==> config.mk <==
export PLATFORM = sky130hd
export DESIGN_NAME = user_id_serializer
export DESIGN_NICKNAME = d
export VERILOG_FILES = /design/src/rtl/user_id_pkg.sv /design/src/rtl/user_id_clkdiv.sv /design/src/rtl/user_id_serializer.sv
export SDC_FILE = /design/constraint.sdc
export NUM_CORES = 1
export LEC_CHECK = 0
export CAP_MARGIN = 20
export CELL_PAD_IN_SITES_DETAIL_PLACEMENT = 1
export CELL_PAD_IN_SITES_GLOBAL_PLACEMENT = 1
export CORE_MARGIN = 2
export CORE_UTILIZATION = 44
export DETAILED_ROUTE_END_ITERATION = 8
export PLACE_DENSITY = 0.9
export RECOVER_POWER = 50
export SLEW_MARGIN = 20
export SYNTH_ARGS = -nofsm -noshare
export SYNTH_HDL_FRONTEND = slang
export SYNTH_SLANG_ARGS = --single-unit
==> constraint.sdc <==
create_clock -name wb_clk_i -period 3.7 [get_ports wb_clk_i]
set_clock_uncertainty 0.05 [all_clocks]
set_input_delay 0.37 -clock wb_clk_i [delete_from_list [all_inputs] [get_ports wb_clk_i]]
set_output_delay 0.37 -clock wb_clk_i [all_outputs]
set_load 0.05 [all_outputs]
==> src/rtl/user_id_pkg.sv <==
`default_nettype none
// ============================================================================
//  Package     : user_id_pkg
//  Description : Shared definitions for the project-ID serializer: FSM state
//                encoding, frame geometry, divider bounds and the parity
//                helper used when the ID snapshot is taken.
//  Revision    : 1.0  initial release
// ============================================================================
package user_id_pkg;

   // Serializer FSM states
   typedef enum logic [1:0] {
      ST_IDLE  = 2'd0,
      ST_LOAD  = 2'd1,
      ST_SHIFT = 2'd2,
      ST_DONE  = 2'd3
   } state_t;

   // Frame geometry: 32 ID bits followed by one even-parity bit
   localparam int c_id_width   = 32;
   localparam int c_frame_len  = 33;

   // Legal range of the sclk half-period (in clock cycles)
   localparam int c_div_min    = 1;
   localparam int c_div_max    = 255;

   // Counter widths
   localparam int c_bit_cnt_w  = 6;
   localparam int c_half_cnt_w = 8;

   // XOR reduction of the ID; transmitted as the last bit of the frame
   function automatic logic id_parity(input logic [c_id_width-1:0] id);
      return ^id;
   endfunction

endpackage
`default_nettype wire

==> src/rtl/user_id_clkdiv.sv <==
`default_nettype none
// ============================================================================
//  Module      : user_id_clkdiv
//  Description : Half-period counter for the serial clock. While enabled it
//                holds sclk low for DIV cycles, then high for DIV cycles, and
//                strobes o_bit_end on the final cycle of the high half so the
//                parent can advance to the next bit.
//  Ports       : clk        - clock
//                rst_n      - asynchronous active-low reset
//                i_en       - count (parent is shifting)
//                i_clr      - synchronous clear back to the start of a bit
//                o_sclk     - registered serial clock, idle low
//                o_bit_end  - last cycle of the current bit (combinational)
//  Revision    : 1.0  initial release
// ============================================================================
module user_id_clkdiv
   import user_id_pkg::*;
#(
   parameter int DIV = 2
) (
   input  logic clk,
   input  logic rst_n,
   input  logic i_en,
   input  logic i_clr,
   output logic o_sclk,
   output logic o_bit_end
);

   localparam logic [c_half_cnt_w-1:0] c_half_last = c_half_cnt_w'(DIV - 1);

   logic [c_half_cnt_w-1:0] r_half_cnt;
   logic                    r_phase;     // 0 = low half, 1 = high half
   logic                    w_half_end;

   assign w_half_end = (r_half_cnt == c_half_last);

   always_ff @(posedge clk or negedge rst_n) begin
      if (!rst_n) begin
         r_half_cnt <= '0;
         r_phase    <= 1'b0;
      end else if (i_clr) begin
         r_half_cnt <= '0;
         r_phase    <= 1'b0;
      end else if (i_en) begin
         if (w_half_end) begin
            r_half_cnt <= '0;
            r_phase    <= ~r_phase;
         end else begin
            r_half_cnt <= r_half_cnt + 8'd1;
         end
      end
   end

   // The phase flop is the serial clock itself, so sclk is glitch-free
   assign o_sclk    = r_phase;
   assign o_bit_end = i_en & w_half_end & r_phase;

endmodule
`default_nettype wire

==> src/rtl/user_id_serializer.sv <==
`default_nettype none
// ============================================================================
//  Module      : user_id_serializer
//  Description : On request, snapshots the 32-bit project ID and shifts it out
//                MSB-first on a csb/sclk/sdo serial link, followed by an
//                even-parity bit (33-bit frame). Every output is a flop.
//  Ports       : wb_clk_i  - clock
//                wb_rstn_i - asynchronous active-low reset
//                mask_rev  - project ID (quasi-static)
//                start     - request a readout (sampled in IDLE only)
//                abort     - cancel a readout in LOAD/SHIFT
//                busy      - high from LOAD through DONE
//                done      - one-cycle completion pulse
//                id_q      - ID snapshot taken at LOAD
//                id_valid  - id_q holds a completed, un-aborted snapshot
//                csb       - frame select, active-low
//                sclk      - serial clock, idle low
//                sdo       - serial data
//  Revision    : 1.0  initial release
// ============================================================================
module user_id_serializer
   import user_id_pkg::*;
#(
   parameter int DIV = 2,
   parameter int IDW = 32
) (
   input  logic           wb_clk_i,
   input  logic           wb_rstn_i,
   input  logic [IDW-1:0] mask_rev,
   input  logic           start,
   input  logic           abort,
   output logic           busy,
   output logic           done,
   output logic [IDW-1:0] id_q,
   output logic           id_valid,
   output logic           csb,
   output logic           sclk,
   output logic           sdo
);

   generate
      if (DIV < c_div_min || DIV > c_div_max) begin : g_div_range_check
         $error("user_id_serializer: DIV outside 1..255");
      end
      if (IDW != c_id_width) begin : g_idw_check
         $error("user_id_serializer: IDW must be 32");
      end
   endgenerate

   localparam logic [c_bit_cnt_w-1:0] c_last_bit = c_bit_cnt_w'(c_frame_len - 1);

   state_t                 r_state;
   state_t                 w_next_state;
   logic [c_bit_cnt_w-1:0] r_bit_cnt;
   logic [IDW:0]           r_shift;      // {ID, parity}; MSB drives sdo
   logic [IDW-1:0]         r_id_q;
   logic                   r_id_valid;
   logic                   r_csb;
   logic                   r_busy;
   logic                   r_done;
   logic                   w_csb_nxt;
   logic                   w_busy_nxt;
   logic                   w_done_nxt;
   logic                   w_bit_end;
   logic                   w_last_bit;
   logic                   w_div_en;
   logic                   w_div_clr;

   assign w_last_bit = (r_bit_cnt == c_last_bit);

   // ------------------------------------------------------------------------
   // FSM state register
   // ------------------------------------------------------------------------
   always_ff @(posedge wb_clk_i or negedge wb_rstn_i) begin
      if (!wb_rstn_i) begin
         r_state <= ST_IDLE;
      end else begin
         r_state <= w_next_state;
      end
   end

   // ------------------------------------------------------------------------
   // Next state and next values of the registered control outputs.
   // Outputs are derived from the next state so they line up with it.
   // ------------------------------------------------------------------------
   always_comb begin
      w_next_state = r_state;
      case (r_state)
         ST_IDLE: begin
            // abort has no meaning in IDLE, so start always wins here
            if (start) begin
               w_next_state = ST_LOAD;
            end
         end
         ST_LOAD: begin
            w_next_state = abort ? ST_IDLE : ST_SHIFT;
         end
         ST_SHIFT: begin
            if (abort) begin
               w_next_state = ST_IDLE;
            end else if (w_bit_end && w_last_bit) begin
               w_next_state = ST_DONE;
            end
         end
         ST_DONE: begin
            // abort is ignored: the frame has already been delivered
            w_next_state = ST_IDLE;
         end
         default: begin
            w_next_state = ST_IDLE;
         end
      endcase

      w_csb_nxt  = (w_next_state != ST_SHIFT);
      w_busy_nxt = (w_next_state != ST_IDLE);
      w_done_nxt = (w_next_state == ST_DONE);
   end

   always_ff @(posedge wb_clk_i or negedge wb_rstn_i) begin
      if (!wb_rstn_i) begin
         r_csb  <= 1'b1;
         r_busy <= 1'b0;
         r_done <= 1'b0;
      end else begin
         r_csb  <= w_csb_nxt;
         r_busy <= w_busy_nxt;
         r_done <= w_done_nxt;
      end
   end

   // ------------------------------------------------------------------------
   // Serial clock generation. The divider only runs in SHIFT and is cleared
   // on any exit from SHIFT, so every frame and every abort leaves sclk low.
   // ------------------------------------------------------------------------
   assign w_div_en  = (r_state == ST_SHIFT);
   assign w_div_clr = (w_next_state != ST_SHIFT);

   user_id_clkdiv #(
      .DIV (DIV)
   ) u_clkdiv (
      .clk       (wb_clk_i),
      .rst_n     (wb_rstn_i),
      .i_en      (w_div_en),
      .i_clr     (w_div_clr),
      .o_sclk    (sclk),
      .o_bit_end (w_bit_end)
   );

   // ------------------------------------------------------------------------
   // Snapshot, shift register and bit counter
   // ------------------------------------------------------------------------
   always_ff @(posedge wb_clk_i or negedge wb_rstn_i) begin
      if (!wb_rstn_i) begin
         r_shift    <= '0;
         r_bit_cnt  <= '0;
         r_id_q     <= '0;
         r_id_valid <= 1'b0;
      end else begin
         case (r_state)
            ST_LOAD: begin
               r_id_q     <= mask_rev;
               r_id_valid <= 1'b0;
               r_bit_cnt  <= '0;
               // An abort here must leave sdo low in the following IDLE
               if (abort) begin
                  r_shift <= '0;
               end else begin
                  r_shift <= {mask_rev, id_parity(mask_rev)};
               end
            end
            ST_SHIFT: begin
               if (abort) begin
                  r_shift   <= '0;
                  r_bit_cnt <= '0;
               end else if (w_bit_end) begin
                  // Zeros shift in behind, so sdo falls to 0 after the parity bit
                  r_shift <= {r_shift[IDW-1:0], 1'b0};
                  if (w_last_bit) begin
                     r_bit_cnt <= '0;
                  end else begin
                     r_bit_cnt <= r_bit_cnt + 6'd1;
                  end
               end
            end
            ST_DONE: begin
               r_id_valid <= 1'b1;
            end
            default: begin
               r_shift   <= '0;
               r_bit_cnt <= '0;
            end
         endcase
      end
   end

   assign busy     = r_busy;
   assign done     = r_done;
   assign id_q     = r_id_q;
   assign id_valid = r_id_valid;
   assign csb      = r_csb;
   assign sdo      = r_shift[IDW];

endmodule
`default_nettype wire

# Yosys cells after proc, flatten, opt, wreduce, memory -nomap -nowiden
# Cells that the tools add are included.
[word_totals]
regBits = 86
[op_classes]
bitwise = 4
add_sub_neg = 2
n_reduce_logical = 9
mux = 20
n_eq_ne = 8
[ops]
columns = ["op", "n"]
rows = [
  ["2-to-1 mux 33 bit", 3],
  ["one-hot mux 33 bit (3 select lines)", 1],
  ["XOR reduction 32 bit", 1],
  ["2-to-1 mux 8 bit", 3],
  ["2-to-1 mux 6 bit", 3],
  ["one-hot mux 6 bit (2 select lines)", 1],
  ["adder 8 x 1 -> 8 bit (second input constant)", 1],
  ["equality test 8 x 1 -> 1 bit (second input constant)", 1],
  ["2-to-1 mux 2 bit", 4],
  ["one-hot mux 2 bit (4 select lines)", 1],
  ["nonzero test 2 bit", 4],
  ["adder 6 x 1 -> 6 bit (second input constant)", 1],
  ["equality test 2 bit (second input constant)", 3],
  ["equality test 6 bit (second input constant)", 1],
  ["AND reduction 2 bit", 2],
  ["2-to-1 mux 1 bit", 3],
  ["inequality test 3 bit (second input constant)", 1],
  ["bitwise AND 1 bit", 2],
  ["equality test 2 x 1 -> 1 bit (second input constant)", 1],
  ["logical NOT 2 bit", 1],
  ["inequality test 2 bit (second input constant)", 1],
  ["NOT 1 bit", 2],
  ["one-hot mux 1 bit (2 select lines)", 1],
  ["logical AND 1 bit", 1],
]

# Depth between registers and ports, before layout
# Gate-level depths: netlist (run 1).
[depth]
depth_word = 10
ltp_mapped = 9

# Hierarchy
# Synthesis (run 1) repeated with hierarchy kept, for this count alone.
[unflattened]
cells_unflattened = 363
hier_area_um2 = 4036.4
[by_module_without_submodules]
columns = ["module", "seq_area_each_um2", "area_each_um2", "cells_per_inst", "n_inst"]
rows = [
  ["user_id_serializer", 1928.1, 3510.9, 309, 1],
  ["user_id_clkdiv", 225.2, 525.5, 54, 1],
]

# Least setup slack after synthesis (run 1)
# Ideal clock, no wire load.
[synth_path]
kind = "flip-flop to flip-flop"
start = "reg u_clkdiv.r_phase, in the netlist u_clkdiv.o_sclk"
end = "reg r_bit_cnt[4]"
setup_time_ns = 0.128
path_buffers = 2
setup_slack_ns = 1.609
period_less_slack_ns = 2.091
arrival_time_ns = 1.912
stages_incl_launch_ff = 8
required_ns = 3.522
path_cell_list = "dfrtp_1 -> or4b_1 -> o21ai_0 -> nand2b_1 -> clkbuf_1 -> buf_2 -> o21ai_0 -> o31ai_1"
[synth_between]
elab_chain_cells = 3
[synth_rtl]
columns = ["element", "line_no", "source"]
rows = [
  ["from (decl)", "user_id_clkdiv.sv:32", "logic r_phase;"],
  ["from (signal assigned)", "user_id_clkdiv.sv:47", "r_phase <= ~r_phase;"],
  ["bitwise AND 1 bit", "user_id_clkdiv.sv:56", "assign o_bit_end = i_en & w_half_end & r_phase;"],
  ["inequality test 3 bit (no line)", "n/a", ""],
  ["AND reduction 2 bit (no line)", "n/a", ""],
  ["to (signal assigned)", "user_id_serializer.sv:181", "r_bit_cnt <= r_bit_cnt + 6'd1;"],
  ["to (decl)", "user_id_serializer.sv:54", "logic [c_bit_cnt_w-1:0] r_bit_cnt;"],
]
# No other way between the ends.
# A chain may end at the register's enable or synchronous reset.

# Worst setup path in the final report (run 1)
[layout_path]
start = "reg r_state[1]"
end = "reg r_shift[21]"
[layout_between]
elab_chain_cells = 5
[layout_rtl]
columns = ["element", "line_no", "source"]
rows = [
  ["from (decl)", "user_id_serializer.sv:52", "state_t r_state;"],
  ["from (signal assigned)", "user_id_serializer.sv:78", "r_state <= w_next_state;"],
  ["equality test 2 bit", "user_id_serializer.sv:135, user_id_serializer.sv:159", ""],
  ["bitwise AND 1 bit (2 in series)", "user_id_clkdiv.sv:56", ""],
  ["inequality test 3 bit (no line)", "n/a", ""],
  ["AND reduction 2 bit (no line)", "n/a", ""],
  ["to (signal assigned)", "user_id_serializer.sv:168", "r_shift <= {mask_rev, id_parity(mask_rev)};"],
  ["to (signal assigned)", "user_id_serializer.sv:177", "r_shift <= {r_shift[IDW-1:0], 1'b0};"],
  ["to (decl)", "user_id_serializer.sv:55", "logic [IDW:0] r_shift;"],
]
# Several ways; a longest one is shown, not always the timed one.

==> results of run 1 <==
==> where the power goes <==
part | total [uW] | internal (uW) | switching (uW)
combinational | 1870 | 698 | 1180
sequential | 1300 | 1180 | 127
clock | 627 | 280 | 347
==> Yosys cell counts <==
library cell	number
xnor2_1	29
and4_1	1
and3_1	1
nor4_4	1
or4b_1	1
inv_1	8
o41ai_1	1
dfstp_2	1
mux2_2	32
or4b_4	1
nor3b_1	1
dfrtp_1	85
a21o_1	1
nand2_4	1
mux2i_1	2
ha_1	8
o31ai_1	35
nand2_1	43
clkbuf_1	18
o32ai_2	1
a22oi_1	32
nand2b_1	3
nand4_1	3
nand3_1	4
o21ai_0	7
or4_1	2
buf_1	1
nor2_1	19
clkinv_2	1
xor2_1	8
nor3_1	5
buf_2	4
a21oi_1	4
nor4_1	1
nor2b_1	2
==> worst paths after layout <==
| path | startpoint | endpoint | depth (start not counted) |
|---|---|---|---|
| max in group asynchronous | wb_rstn_i | u_clkdiv.r_half_cnt[0] | 1 |
| min reg2reg | r_shift[26] | r_shift[26] | 2 |
| max | r_state[1] | r_shift[21] | 5 |
| min | r_shift[26] | r_shift[26] | 2 |
| max reg2reg | r_state[1] | r_shift[21] | 5 |
| min in group asynchronous | wb_rstn_i | id_q[19] | 1 |
==> layout make-up <==
class	count	area, sq um	area share [%]
inverters	9	35.0	0.686
clock buffers	11	151	2.97
repair buffers	77	768	15.1
flip-flops and latches	86	2150	42.2
well taps	111	139	2.72
clock inverters	4	31.3	0.613
multi-input cells	249	1830	35.8
==> state kept, by name (all words and copies together) (netlist names) <==
name / count
r_shift: 33
id_q: 32
u_clkdiv.r_half_cnt: 8
r_bit_cnt: 6
r_state: 2
busy: 1
csb: 1
done: 1
id_valid: 1
u_clkdiv.o_sclk: 1
==> routing by layer <==
metal / part of all wire (%) / routed length, um
met3: 3.2 / 328
met2: 53 / 5330
met4: 1.2 / 118
met1: 43 / 4330
met5: 0 / 0
==> critical path: stages (launching register included) <==
cell and delay (ps):
dfrtp_1 450, inv_1 130, ha_1 1070, buf_4 550, a22oi_1 180, o31ai_1 280
==> placed cells by master (no fill, tap or decap), drive strengths merged, types with 2 or more instances in the layout <==
master / synthesis / routed
mux2: 32 / 32
nor2: 19 / 19
dfrtp: 85 / 85
xnor2: 29 / 29
a21oi: 4 / 4
clkbuf: 18 / 12
or4b: 2 / 2
a22oi: 32 / 32
nor3: 5 / 5
or4: 2 / 2
nand2: 44 / 44
o21ai: 7 / 7
dlygate4sd3: 0 / 6
clkdlybuf4s50: 0 / 66
inv: 8 / 9
mux2i: 2 / 2
nand3: 4 / 4
nand4: 3 / 3
xor2: 8 / 8
nand2b: 3 / 3
o31ai: 35 / 35
buf: 5 / 4
ha: 8 / 8
clkinvlp: 0 / 3
nor4: 2 / 2
nor2b: 2 / 2
==> through the flow <==
stage	setup WS, ps	std cells
floorplan	1610	367
global placement	1320	532
detailed placement	1130	532
CTS	1060	547
global route	628	547
finish	851	547
==> logic make-up after synthesis <==
logic type	count (synthesis)	share of synthesized area, %
buffers and inverters	32	3.08
DFF	86	52.5
and+or+nand+nor	89	10.4
xor gates and xnor gates	37	7.90
muxes	34	9.27
AOI/OAI and AO/OA	81	14.4
adders and majority gates	8	2.44
==> flow_summary.json, run 1 <==
{
  "nets": 476,
  "relSlewSlack_pct": -40.5,
  "drv_slew": 87,
  "antenna_cells": 0,
  "die-area_sq_mm": 0.0101,
  "grt_pass1_wl_um": 16800,
  "setup_tns_ps": 0,
  "drtIter0Drc": 95,
  "finish.utilization_pct": 55.8,
  "cap_violations": 1,
  "grtUsageTotal_pct": 21.3,
  "start_kind": "flop",
  "fin_area_sq_mm": 0.00510,
  "p_leak_uw": 0.00204,
  "ys_types": 35,
  "core_area_sq_mm": 0.00915,
  "placed_cell_area_sq_mm": 0.00493,
  "hold_class": "reg2reg",
  "die_x_um": 101,
  "yosys.area.top_type": "dfrtp_1",
  "finalCriticalPeriod_ps": 2850,
  "critPathKind": "reg2reg",
  "synth_area_sq_mm": 0.00410,
  "vias_per_cell": 5.67,
  "row_count": 35,
  "clockBufferDepth": 2,
  "grt_setup_unrepaired": "false",
  "total_power_uw": 3800,
  "cts_tree": "yes",
  "die_y_um": 101,
  "grt_max_degree": 87,
  "seq_area_frac_synth_pct": 52.5,
  "dpl.hpwl_um": 6790,
  "remaining_drc_errors": 0,
  "htreeDepth": 3,
  "cts_resized": 0,
  "gp_congestion": 0.794,
  "antenna_found_initial": 0,
  "violations": "capacitance limit, slew limit",
  "cts_made_buffers": 9,
  "ant_nets": 0,
  "avgRoutedWirePerCell_um": 18.5,
  "clk_latency_ps": 360,
  "cts_sinks": 86,
  "io_buffers": 73,
  "syn_avg_cell_area_sq_um": 11.2,
  "critPathRequiredTime_ps": 3890,
  "path_clk_slew_ps": 80,
  "busiest_layer": "met2",
  "timing_hold_violations_final": 0,
  "boundaryPins": 74,
  "synthCells": 367,
  "grtUsageMet2_pct": 36.8,
  "worstSetupEndpointType": "flop",
  "clockRootBuffer": "clkbuf_8",
  "worst-slew-pin-transition_ps": 2110,
  "grt_pass1_vias": 3364,
  "yosysTopAreaCellShare_pct": 51.8,
  "cts_hold_buf": 0,
  "status": "finished, violations left",
  "post_cts_buffers": 0,
  "powerDensity_mw_per_mm2": 745,
  "timing.hold.ws_ps": 441,
  "rrSetupSlack_ps": 850,
  "start_util_pct": 44.8,
  "yosys-top-cells-area": "dfrtp_1, mux2_2, o31ai_1",
  "drive_gt1_share_pct": 13.5,
  "cp.arrival_ps": 3040,
  "vdd_drop_max_v": 0.000457,
  "cp_max_fo": 34,
  "ys_ff_latch": 86,
  "mappedNetlistNets": 411,
  "fillCellCount": 962,
  "fin_crit_sh_pct": 77.0,
  "area_delta_synth_final_pct": 24.4,
  "wl_um": 10100,
  "finalSetupViolCount": 0,
  "fmax_mhz": 351,
  "grt_use_met3_pct": 3.61,
  "met1_usage_pct": 27.5,
  "via_count": 3104,
  "ys_warn_count": 0,
  "grt-ovfl-total": 0,
  "firstDrtPassIters": 4
}
(Power assumes the default switching activity.)
==> run 2, diff against run 1 <==
--- a/config.mk
+++ b/config.mk
@@ -9,9 +9,9 @@
 export CELL_PAD_IN_SITES_DETAIL_PLACEMENT = 1
 export CELL_PAD_IN_SITES_GLOBAL_PLACEMENT = 1
 export CORE_MARGIN = 2
-export CORE_UTILIZATION = 44
+export CORE_UTILIZATION = 41
 export DETAILED_ROUTE_END_ITERATION = 8
-export PLACE_DENSITY = 0.9
+export PLACE_DENSITY = 0.85
 export RECOVER_POWER = 50
 export SLEW_MARGIN = 20
 export SYNTH_ARGS = -nofsm -noshare
==> constraint.sdc (replaced) <==
create_clock -name wb_clk_i -period 2.75 [get_ports wb_clk_i]
set_clock_uncertainty 0.05 [all_clocks]
set_input_delay 0.275 -clock wb_clk_i [delete_from_list [all_inputs] [get_ports wb_clk_i]]
set_output_delay 0.275 -clock wb_clk_i [all_outputs]
set_load 0.05 [all_outputs]
==> run 2 against run 1 <==
The run now ends clean; combinational power up 35%; wire length up 2.5%; sequential share of layout area down 0.66 points; global-route usage down 1.5 points; register-to-register slack worse by 380 ps; critical path depth up 4; power up 38%; critical path type unchanged.
==> flow_summary.json, run 2 (synthesized netlist as in run 1, its figures left out) <==
{
  "layoutNonFillerInstCount": 574,
  "drv_slew": 0,
  "multi_input_area_sq_mm": 0.00183,
  "finalCriticalPeriod_ps": 2280,
  "timing_hold_violations_final": 0,
  "cts_sinks": 86,
  "dpl.hpwl_um": 7390,
  "largest_reg_flops": 33,
  "gp_congestion": 0.806,
  "ff_latch_area_sq_mm": 0.00215,
  "row_count": 36,
  "cts_made_buffers": 9,
  "antenna_found_initial": 0,
  "final_common_cell": "dfrtp_1",
  "avgRoutedWirePerCell_um": 18.0,
  "fillCellCount": 1097,
  "ant_nets": 0,
  "area_delta_synth_final_pct": 26.4,
  "r2r_cells": 9,
  "vdd_drop_max_v": 0.000688,
  "rrSetupSlack_ps": 470,
  "r2r-start": "u_clkdiv.r_half_cnt[1]",
  "grt_pass1_wl_um": 17300,
  "remaining_drc_errors": 0,
  "grt_setup_unrepaired": "false",
  "grt_pass1_vias": 3364,
  "start_util_pct": 42.2,
  "final_cell_mix": "dfrtp_1, clkdlybuf4s50_1, nand2_1",
  "start_kind": "flop",
  "wl_um": 10400,
  "clk_latency_ps": 350,
  "drtIter0Drc": 180,
  "cp_max_fo": 10,
  "grt_max_degree": 52,
  "die_x_um": 104,
  "htreeDepth": 3,
  "firstDrtPassIters": 4,
  "fin_area_sq_mm": 0.00518,
  "placed_cells": 558,
  "path_clk_slew_ps": 90,
  "endpoint": "u_clkdiv.r_half_cnt[0]",
  "fin_crit_sh_pct": 82.7,
  "worstSetupEndpointType": "flop",
  "relSlewSlack_pct": 14.0,
  "core_area_sq_mm": 0.00973,
  "worst-slew-pin-transition_ps": 1290,
  "post_cts_buffers": 0,
  "cp.arrival_ps": 2500,
  "die_y_um": 104,
  "clockRootBuffer": "clkbuf_8",
  "cts_tree": "yes",
  "reg2reg_to": "u_clkdiv.r_half_cnt[0]",
  "critPathRequiredTime_ps": 2980,
  "finish.utilization_pct": 53.3,
  "p_leak_uw": 0.00206,
  "setup_tns_ps": 0,
  "placed_cell_area_sq_mm": 0.00498,
  "die-area_sq_mm": 0.0108,
  "fmax_mhz": 439,
  "boundaryPins": 74,
  "via_count": 3065,
  "cap_violations": 0,
  "cts_hold_buf": 1,
  "grtUsageTotal_pct": 19.8,
  "powerDensity_mw_per_mm2": 1010,
  "drive_gt1_share_pct": 14.1,
  "antenna_cells": 0,
  "nets": 481,
  "finalSetupViolCount": 0,
  "largest_register": "r_shift",
  "clockBufferDepth": 2,
  "hold_class": "in2async",
  "cts_resized": 0,
  "grt-ovfl-total": 0,
  "status": "finished, final reports clean",
  "worstSetupStartpoint": "u_clkdiv.r_half_cnt[1]",
  "vias_per_cell": 5.34,
  "critPathKind": "reg2reg",
  "io_buffers": 73
}
[run 2: cell count changes in the layout (fill, tap and decap cells not counted)]
cell / change
clkbuf_8: -2
clkbuf_2: +1
clkbuf_1: +1
buf_12: -1
clkdlybuf4s50_1: +5
clkinvlp_4: -1
buf_4: +4
bufinv_16: +2
dlygate4sd3_1: -4
[run 2: critical path: stages (launching register included)]
cell	delay (ps)
dfrtp_1	420
inv_1	80
ha_1	150
or4b_4	500
nor4_4	260
and4_1	280
o32ai_2	120
clkinv_2	90
nand2_4	90
nor2_1	160
[run 2: how the worst min path moves through the flow]
stage,startpoint,endpoint,slack (ps)
after floorplan,wb_rstn_i,busy,-70
after global placement,wb_rstn_i,id_q[8],220
after detailed placement,wb_rstn_i,id_q[8],220
after CTS,wb_rstn_i,id_q[8],370
after global routing,wb_rstn_i,id_q[8],380
final,wb_rstn_i,id_q[8],350
[run 2: power by group]
part / switching [uW] / leakage (uW) / internal [uW]
clock: 463 / 0.0000990 / 511
sequential: 181 / 0.00112 / 1580
combinational: 1580 / 0.000848 / 949
[run 2: through the flow]
stage | setup slack [ps] | hold WS (ps) | power, uW
after floorplan | 659 | -70.6 | 3480
after global placement | 611 | 216 | 4240
after detailed placement | 454 | 219 | 4360
after CTS | 433 | 368 | 5330
after global routing | 295 | 380 | 5510
final | 475 | 354 | 5260
[run 2: layout make-up]
| class | count | share of cell area, % |
|---|---|---|
| Timing Repair Buffer | 82 | 15.3 |
| Multi-Input combinational cell | 249 | 35.2 |
| Clock inverter | 5 | 1.62 |
| Inverter | 9 | 0.676 |
| Clock buffer | 10 | 2.46 |
| Tap cell | 133 | 3.21 |
| Sequential cell | 86 | 41.5 |
[run 2: metal layers]
layer | share of wire, % | up-vias | global-route usage, %
met1 | 43 | 1558 | 24.5
met5 | 0 | - | 0
met4 | 0.83 | 0 | 4.34
li1 | - | 1445 | -
met3 | 3.9 | 7 | 4.82
met2 | 52 | 55 | 35.0
==> run 3, diff against run 2 <==
--- a/config.mk
+++ b/config.mk
@@ -9,9 +9,9 @@
 export CELL_PAD_IN_SITES_DETAIL_PLACEMENT = 1
 export CELL_PAD_IN_SITES_GLOBAL_PLACEMENT = 1
 export CORE_MARGIN = 2
-export CORE_UTILIZATION = 41
+export CORE_UTILIZATION = 37
 export DETAILED_ROUTE_END_ITERATION = 8
-export PLACE_DENSITY = 0.85
+export PLACE_DENSITY = 0.81
 export RECOVER_POWER = 50
 export SLEW_MARGIN = 20
 export SYNTH_ARGS = -nofsm -noshare
==> constraint.sdc (replaced) <==
create_clock -name wb_clk_i -period 2 [get_ports wb_clk_i]
set_clock_uncertainty 0.05 [all_clocks]
set_input_delay 0.2 -clock wb_clk_i [delete_from_list [all_inputs] [get_ports wb_clk_i]]
set_output_delay 0.2 -clock wb_clk_i [all_outputs]
set_load 0.05 [all_outputs]
==> run 3 against run 2 <==
The run now ends with setup timing left; final cell count up 7.1%; critical path depth unchanged; global-route usage down 0.72 points; combinational power up 46%; clock-buffer cell count up 2; first-iteration DRC count down 27%; power up 42%; die area up 10%.
==> flow_summary.json, run 3 (synthesized netlist as in run 1, its figures left out) <==
{
  "status": "finished, violations left",
  "violations": "setup timing",
  "grt_setup_unrepaired": "true",
  "boundaryPins": 74,
  "cts_sinks": 86,
  "grt-ovfl-total": 0,
  "ff_latch_area_sq_mm": 0.00215,
  "pre_cts_slack_ps": -159,
  "via_count": 3227,
  "row_count": 38,
  "grtUsageMet2_pct": 33.2,
  "crit_slowest_cell": "or4b_4",
  "grt_pass1_wl_um": 17500,
  "worstSetupEndpointType": "flop",
  "cp_max_fo": 5,
  "cap_violations": 0,
  "start_kind": "flop",
  "start_util_pct": 37.8,
  "firstDrtPassIters": 4,
  "fin_crit_sh_pct": 110,
  "rrSetupSlack_ps": -210,
  "critPathRequiredTime_ps": 2200,
  "path_cells": "inv_1 > ha_1 > or4b_4 > nor4_4 > and4_4 > buf_4 > o31ai_4 > nand2_8 > nor2_1",
  "multi_input_area_sq_mm": 0.00194,
  "fillCellCount": 1178,
  "drv_slew": 0,
  "cts_made_buffers": 9,
  "met1_usage_pct": 23.7,
  "largest_reg_flops": 33,
  "io_buffers": 73,
  "clk_latency_ps": 360,
  "largest_register": "r_shift",
  "grt_pass1_vias": 3501,
  "core_area_sq_mm": 0.0108,
  "antenna_cells": 0,
  "critPathKind": "reg2reg",
  "clockRootBuffer": "clkbuf_8",
  "remaining_drc_errors": 0,
  "final_cell_mix": "dfrtp_1, clkdlybuf4s50_1, nand2_1",
  "wl_um": 10900,
  "path_clk_slew_ps": 80,
  "die-area_sq_mm": 0.0119,
  "die_y_um": 109,
  "worst-slew-pin-transition_ps": 908,
  "critPathMaxStageDelay_ps": 500,
  "finalCriticalPeriod_ps": 2210,
  "htreeDepth": 3,
  "ant_nets": 0,
  "gp_congestion": 0.767,
  "grt_use_met3_pct": 3.20,
  "avgRoutedWirePerCell_um": 17.8,
  "vdd_drop_max_v": 0.000694,
  "clockBufferDepth": 2,
  "holdPathStages": 2,
  "drive_gt1_share_pct": 23.4,
  "powerDensity_mw_per_mm2": 1330,
  "worst_slack_ps": -208,
  "finish.utilization_pct": 51.8,
  "grtUsageTotal_pct": 19.0,
  "r2r_cells": 9,
  "cts_tree": "yes",
  "timing_hold_violations_final": 0,
  "final_common_cell": "dfrtp_1",
  "relSlewSlack_pct": 39.5,
  "fmax_mhz": 453,
  "nets": 515,
  "drtIter0Drc": 132,
  "busiest_layer": "met2",
  "hold_class": "reg2reg",
  "die_x_um": 109,
  "dpl.hpwl_um": 7370,
  "area_delta_synth_final_pct": 36.9,
  "p_leak_uw": 0.00227,
  "finalSetupViolCount": 35,
  "antenna_found_initial": 0,
  "vias_per_cell": 5.25,
  "cp.arrival_ps": 2410,
  "grt_max_degree": 52
}
run 3: changes by cell type in the layout (fill, tap and decap cells not counted), sizes merged:
cell           previous run  this run
buf                       7        41
clkbuf                   12        13
clkdlybuf4s50            71        72
clkinvlp                  2         1
dlygate4sd3               2         1
inv                       9         8
nand2                    44        45
run 3: final cells by class:
cell class                      count  area share, %
Sequential cell                    86           38.4
Clock buffer                       12           2.76
Multi-Input combinational cell    250           34.6
Clock inverter                      3           1.20
Tap cell                          140           3.12
Timing Repair Buffer              115           19.3
Inverter                            9          0.624
run 3: path summary, 6_finish.rpt:
kind,end,start
worst max-delay path,u_clkdiv.r_half_cnt[2],u_clkdiv.r_half_cnt[1]
worst min-delay path,r_shift[21],r_shift[21]
worst max register to register,u_clkdiv.r_half_cnt[2],u_clkdiv.r_half_cnt[1]
worst min register to register,r_shift[21],r_shift[21]
max in group asynchronous,u_clkdiv.o_sclk,wb_rstn_i
min in group asynchronous,u_clkdiv.r_half_cnt[1],wb_rstn_i
run 3: per-stage QoR:
stage	cell area, sq um	cells	setup TNS [ps]	power [uW]	hold slack, ps
after floorplan	4110	367	-69.3	4790	-146
after global placement	5240	593	-764	5950	145
after detailed placement	5240	593	-2040	6060	149
after CTS	5530	611	-1380	7490	299
after global routing	5620	615	-8430	7870	462
final	5620	615	-2860	7480	434
run 3: repair_timing:
item / 4_1_cts / 5_1_grt
pin swaps: 3 / 3
gates resized for setup: 12 / 12
hold buffers: 1 / 0
endpoints found under the hold margin: 34 / 0
setup buffers: 2 / 3
gates cloned: 0 / 1
setup endpoints to repair: 50 / 52
run 3: critical path, delay by kind of cell, from the launching register on:
| kind | cells | cell delay, ps |
|---|---|---|
| simple gates | 5 | 1190 |
| flops | 1 | 390 |
| buf+inv | 2 | 200 |
| fa+ha+maj | 1 | 140 |
| compound gates | 1 | 120 |
run 3: routing by layer:
| layer | part of all wire, % | vias to the layer above |
|---|---|---|
| met5 | 0 | - |
| met4 | 2.2 | 0 |
| met3 | 3.9 | 18 |
| met2 | 53 | 69 |
| met1 | 41 | 1622 |
| li1 | - | 1518 |
run 3: power by group:
| group | leakage, uW | switching, uW | internal [uW] |
|---|---|---|---|
| Combinational | 0.00105 | 2270 | 1420 |
| Clock | 0.000109 | 615 | 766 |
| Sequential | 0.00112 | 233 | 2180 |
